$ cat config.mk
export PLATFORM = sky130hd
export DESIGN_NAME = ecc_err_monitor
export DESIGN_NICKNAME = d
export VERILOG_FILES = /design/src/rtl/ecc_err_monitor.sv
export SDC_FILE = /design/constraint.sdc
export NUM_CORES = 1
export LEC_CHECK = 0
export CAP_MARGIN = 20
export CORE_AREA = 2 2 87 89
export DETAILED_ROUTE_END_ITERATION = 8
export DIE_AREA = 0 0 89 91
export PLACE_DENSITY = 0.86
export SLEW_MARGIN = 0
export SYNTH_ARGS = -nofsm -noshare
export SYNTH_HDL_FRONTEND = slang
export SYNTH_SLANG_ARGS = --single-unit
$ cat constraint.sdc
create_clock -name clk_i -period 5.75 [get_ports clk_i]
set_input_delay 1.15 -clock clk_i [delete_from_list [all_inputs] [get_ports clk_i]]
set_output_delay 1.15 -clock clk_i [all_outputs]
set_load 0.05 [all_outputs]
$ cat src/rtl/ecc_err_monitor.sv
// ECC error monitor: saturating SB/DB event counters, first-error log with overflow flag, level irq.
// One-cycle registered latency on all outputs; never stalls the decoder.
module ecc_err_monitor #(
    parameter int SYN_W     = 7,
    parameter int AW        = 32,
    parameter int CNT_W     = 16,
    parameter int SB_THRESH = 16
) (
    input  logic             clk_i,
    input  logic             rst_i,
    input  logic             valid_i,
    input  logic [AW-1:0]    addr_i,
    input  logic [SYN_W-1:0] syndrome_i,
    input  logic             sb_err_i,
    input  logic             db_err_i,
    input  logic             sb_fix_i,
    input  logic             ack_i,
    input  logic             clr_i,
    output logic [CNT_W-1:0] sb_cnt_o,
    output logic [CNT_W-1:0] db_cnt_o,
    output logic             log_valid_o,
    output logic             log_db_o,
    output logic             log_fix_o,
    output logic [AW-1:0]    log_addr_o,
    output logic [SYN_W-1:0] log_syn_o,
    output logic             ovf_o,
    output logic             irq_o
);

    typedef enum logic {
        ST_EMPTY = 1'b0,
        ST_HELD  = 1'b1
    } state_t;

    localparam logic [CNT_W-1:0] CNT_MAX = {CNT_W{1'b1}};

    state_t             r_state;
    state_t             w_state_nxt;
    logic [CNT_W-1:0]   r_sb_cnt;
    logic [CNT_W-1:0]   r_db_cnt;
    logic [CNT_W-1:0]   w_sb_cnt_nxt;
    logic [CNT_W-1:0]   w_db_cnt_nxt;
    logic               r_log_db;
    logic               r_log_fix;
    logic [AW-1:0]      r_log_addr;
    logic [SYN_W-1:0]   r_log_syn;
    logic               r_ovf;
    logic               r_irq;
    logic               w_ovf_nxt;
    logic               w_irq_nxt;
    logic               w_capture;
    logic               w_log_clear;
    logic               w_sb_evt;
    logic               w_db_evt;
    logic               w_evt;

    // A double-bit flag dominates the single-bit flag.
    assign w_db_evt = valid_i & db_err_i;
    assign w_sb_evt = valid_i & sb_err_i & ~db_err_i;
    assign w_evt    = w_db_evt | w_sb_evt;

    always_comb begin
        w_state_nxt  = r_state;
        w_sb_cnt_nxt = r_sb_cnt;
        w_db_cnt_nxt = r_db_cnt;
        w_ovf_nxt    = r_ovf;
        w_capture    = 1'b0;
        w_log_clear  = 1'b0;
        if (clr_i) begin
            w_state_nxt  = ST_EMPTY;
            w_sb_cnt_nxt = '0;
            w_db_cnt_nxt = '0;
            w_ovf_nxt    = 1'b0;
            w_log_clear  = 1'b1;
        end else begin
            if (w_sb_evt && (r_sb_cnt != CNT_MAX)) w_sb_cnt_nxt = r_sb_cnt + 1'b1;
            if (w_db_evt && (r_db_cnt != CNT_MAX)) w_db_cnt_nxt = r_db_cnt + 1'b1;
            case (r_state)
                ST_EMPTY: begin
                    if (w_evt) begin
                        w_state_nxt = ST_HELD;
                        w_capture   = 1'b1;
                    end
                end
                ST_HELD: begin
                    if (ack_i) begin
                        // An event arriving with the ack is the new first error.
                        w_ovf_nxt = 1'b0;
                        if (w_evt) w_capture = 1'b1;
                        else       w_state_nxt = ST_EMPTY;
                    end else if (w_evt) begin
                        w_ovf_nxt = 1'b1;
                        if (w_db_evt && !r_log_db) w_capture = 1'b1;
                    end
                end
                default: w_state_nxt = ST_EMPTY;
            endcase
        end
        w_irq_nxt = (w_db_cnt_nxt != '0) ||
                    ((SB_THRESH != 0) && (64'(w_sb_cnt_nxt) >= 64'(SB_THRESH)));
    end

    always_ff @(posedge clk_i) begin
        if (rst_i) begin
            r_state    <= ST_EMPTY;
            r_sb_cnt   <= '0;
            r_db_cnt   <= '0;
            r_ovf      <= 1'b0;
            r_irq      <= 1'b0;
            r_log_db   <= 1'b0;
            r_log_fix  <= 1'b0;
            r_log_addr <= '0;
            r_log_syn  <= '0;
        end else begin
            r_state  <= w_state_nxt;
            r_sb_cnt <= w_sb_cnt_nxt;
            r_db_cnt <= w_db_cnt_nxt;
            r_ovf    <= w_ovf_nxt;
            r_irq    <= w_irq_nxt;
            if (w_log_clear) begin
                r_log_db   <= 1'b0;
                r_log_fix  <= 1'b0;
                r_log_addr <= '0;
                r_log_syn  <= '0;
            end else if (w_capture) begin
                r_log_db   <= w_db_evt;
                r_log_fix  <= sb_fix_i & ~w_db_evt;
                r_log_addr <= addr_i;
                r_log_syn  <= syndrome_i;
            end
        end
    end

    assign sb_cnt_o    = r_sb_cnt;
    assign db_cnt_o    = r_db_cnt;
    assign log_valid_o = (r_state == ST_HELD);
    assign log_db_o    = r_log_db;
    assign log_fix_o   = r_log_fix;
    assign log_addr_o  = r_log_addr;
    assign log_syn_o   = r_log_syn;
    assign ovf_o       = r_ovf;
    assign irq_o       = r_irq;

endmodule

==> reports/qor.csv <==
stage,metric,value,unit
clock_network,Clock Latency Late Sink,0.34,ns
finish,Layout area overhead,42.81,%
clock_network,CTS tree,yes,
setup_path,Startpoint Class,primary input,
timing,Worst Skew,0.007542,ns
placement,hpwl dp,6377,um
finish,design area,4771,um2
global_route,initial antenna violation count,0,
timing,Max Fclk,320.8,MHz
synthesis,"Seq/Total Area, Yosys",0.4554,
detailed_routing,final WL,8870,um
clock_network,hold_buf cts,0,
timing,RSZ-0062 raised after global routing,no,
setup_path,Crit. End Element,register,
placement,Placed Instance Area,4614,um2
synthesis,Synth area leaders,"dfxtp_1 46%, nand2_1 11%, a21oi_1 7.0%",
synthesis,top_reg_cell synth,dfxtp_1,
global_route,M2 GR Usage,0.3520,
outcome,status,finished clean,
setup_path,R2R setup slack,3.13,ns
floorplanning,Starting Density,0.4681,
finish,Final Core Density,0.6685,
synthesis,Syn Nets,467,
detailed_routing,DRT Pass-1 Iters,5,
power_and_ir_drop,PD cells,206.1,nW/um2
floorplanning,Die Width,89,um
setup_path,reg2reg start,db_cnt_o[0]$_SDFF_PP0_,
setup_path,CP max-delay cell,nor4_2,
floorplanning,# IOs,123,
detailed_routing,Post-route DRC,0,
synthesis,Synth cell types,46,
finish,Total Nets Final,580,
power_and_ir_drop,LEAKAGE,1.578,nW
detailed_routing,average wire per standard cell,13.99,um
synthesis,"EDFF count, synth",0,
global_route,Tot GR Track Use,0.2203,
setup_path,worst r2r path cells,8,
timing,"Hold Violations, Final",0,
timing,Fin Setup TNS,0,ns
timing,Pins Over Slew Limit,0,
setup_path,worst setup path startpoint,valid_i,
global_route,grt ovf,0,
detailed_routing,total number of vias,3352,
floorplanning,die area,8099,um2
synthesis,Synth Register Bits,76,
setup_path,Worst Setup EP,irq_o$_SDFF_PP0_,
global_route,first-pass GRT wire length,14330,um
synthesis,top-area cell type share of the netlist area,0.4554,
synthesis,Syn. warnings,0,
clock_network,CTS-repair resized insts,0,
clock_network,"Clk pin slew, worst setup/hold paths",0.08,ns
global_route,most used routing layer,met2,
clock_network,clk sinks,76,
synthesis,syn avg cell area,7.992,um2
clock_network,Root Buffer Master,clkbuf_8,
finish,register area,1521,um2
power_and_ir_drop,worst vdd ir,179.4,uV
synthesis,Synth async-reset ratio,0,
min_path,Hold WC Path Type,register to register,
clock_network,postcts setup bufs,0,
timing,endpoints failing setup,0,
finish,area of the multi-input gates,1729,um2
detailed_routing,1st-iter DRT viols,219,
setup_path,WP data required,5.95,ns
global_route,M1 GR Usage,0.2799,
global_route,vias in the first global route,3113,
global_route,largest net degree at the start of global routing,42,
setup_path,critical path cell sequence,clkdlybuf4s50_1 > nand2_1 > nor4_2 > nand3_1 > xnor2_1 > nor4_1 > a41oi_1,
setup_path,Critical Path AT,3.32,ns
finish,Filler cells,643,
setup_path,Crit Path Class,primary input to register,
placement,GP Congestion,0.9400,
synthesis,top-count cell post-synth,nand2_1,
floorplanning,Die H,91,um
global_route,met3 Use GR,0.06636,
setup_path,crit path max fanout,8,
floorplanning,Core ar.,7137,um2
clock_network,CTS Buf Count,9,
placement,pre-CTS setup slack,2.297,ns
run,max-cap violation count,0,
synthesis,Post-Syn Area,3341,um2
clock_network,CTS max path bufs,2,
synthesis,cell taking the most area after synthesis,dfxtp_1,
detailed_routing,vias per cell,5.287,
floorplanning,row count,31,
timing,Final period util,0.5421,
setup_path,max incr delay on CP,0.62,ns
detailed_routing,Post-DRT Antenna Nets,0,
finish,share of cells above drive strength 1,0.05421,
setup_path,worst r2r dst,irq_o$_SDFF_PP0_,
placement,port buffer count,122,
timing,final worst setup slack,2.633,ns
timing,Worst slew margin,0.4890,
timing,Worst-Margin Slew,0.7665,ns
synthesis,Post-synth top cells,"101 x nand2_1, 76 x dfxtp_1, 47 x a21oi_1",
timing,Final min period,3.117,ns
clock_network,H-tree levels,3,
finish,Inserted Diodes,0,
synthesis,Gate Count Post-Synth,418,
==> power breakdown <==
part | internal [mW] | total, mW | switching (mW) | leakage (nW)
combinational | 0.0482 | 0.108 | 0.0603 | 0.880
clock | 0.150 | 0.338 | 0.188 | 0.0844
sequential | 0.533 | 0.537 | 0.00402 | 0.614
==> how the worst min path moves through the flow <==
stage                                      startpoint                           to  slack (ns)  depth (start not counted)
after floorplan                log_fix_o$_SDFFE_PP0P_       log_fix_o$_SDFFE_PP0P_        0.67                          2
after global placement      log_syn_o[2]$_SDFFE_PP0P_    log_syn_o[2]$_SDFFE_PP0P_        0.44                          2
after detailed placement    log_syn_o[2]$_SDFFE_PP0P_    log_syn_o[2]$_SDFFE_PP0P_        0.45                          2
after CTS                   log_syn_o[2]$_SDFFE_PP0P_    log_syn_o[2]$_SDFFE_PP0P_        0.46                          2
after global routing      log_addr_o[22]$_SDFFE_PP0P_  log_addr_o[22]$_SDFFE_PP0P_        0.48                          2
final                      log_addr_o[0]$_SDFFE_PP0P_   log_addr_o[0]$_SDFFE_PP0P_        0.46                          2
==> worst max-delay path: cells and delay by family <==
kind | cells | cell delay, ns
xor+xnor | 1 | 0.17
simple gates | 4 | 1.31
buf+inv | 1 | 0.54
compound gates | 1 | 0.15
==> layout by cell type (no fill, tap or decap), drive strengths merged, types with 2 or more instances in the layout <==
master | Yosys | routed
nand2 | 101 | 101
or2 | 3 | 3
ha | 2 | 2
mux2i | 4 | 4
a31o | 2 | 2
and4 | 3 | 3
buf | 3 | 2
dfxtp | 76 | 76
o211ai | 2 | 2
clkbuf | 19 | 9
o21ai | 6 | 6
a21oi | 48 | 48
nor2 | 42 | 42
nand2b | 2 | 2
nor4 | 9 | 9
nand3 | 17 | 17
xor2 | 14 | 14
clkdlybuf4s50 | 0 | 122
or4 | 2 | 2
xnor2 | 17 | 17
nand4 | 12 | 12
and3 | 7 | 7
o21a | 2 | 2
nor3 | 10 | 10
clkinv | 0 | 5
==> metal layers <==
layer	up-vias	routed length [um]
li1	1651	-
met1	1557	3687
met2	133	4261
met3	11	789
met4	0	131
met5	-	0
==> sequential cells by signal (all words and copies together), names as in the netlist <==
signal	flops
log_syn_o	7
irq_o	1
db_cnt_o	16
log_fix_o	1
log_addr_o	32
log_db_o	1
sb_cnt_o	16
ovf_o	1
log_valid_o	1
==> area by class of cell <==
class | instances | area share
multi-input combinational | 319 | 0.3624
sequential | 76 | 0.3189
timing repair buffer | 124 | 0.2591
clock buffer | 9 | 0.02596
tap | 99 | 0.02596
clock inverter | 6 | 0.006819
inverter | 1 | 0.0007868
==> stage by stage <==
step           hold WS [ns]  std cells  total power, mW
2_1_floorplan        0.6711        418           0.6037
3_3_place_gp         0.4413        619           0.6561
3_5_place_dp         0.4465        619           0.6576
4_1_cts              0.4569        634           0.9956
5_1_grt              0.4789        634            1.024
6_report             0.4557        634           0.9831
==> cell families (layout without fill, tap and decap cells) <==
logic type	Yosys count	count (layout)	share of synthesized area
xor gates and xnor gates	31	31	0.08352
muxes	4	4	0.01199
AOI/OAI and AO/OA	67	67	0.1131
DFF	76	76	0.4554
and+or+nand+nor	215	215	0.3008
buffers and inverters	23	140	0.02771
adders and majority gates	2	2	0.007489
(Power assumes the default switching activity.)
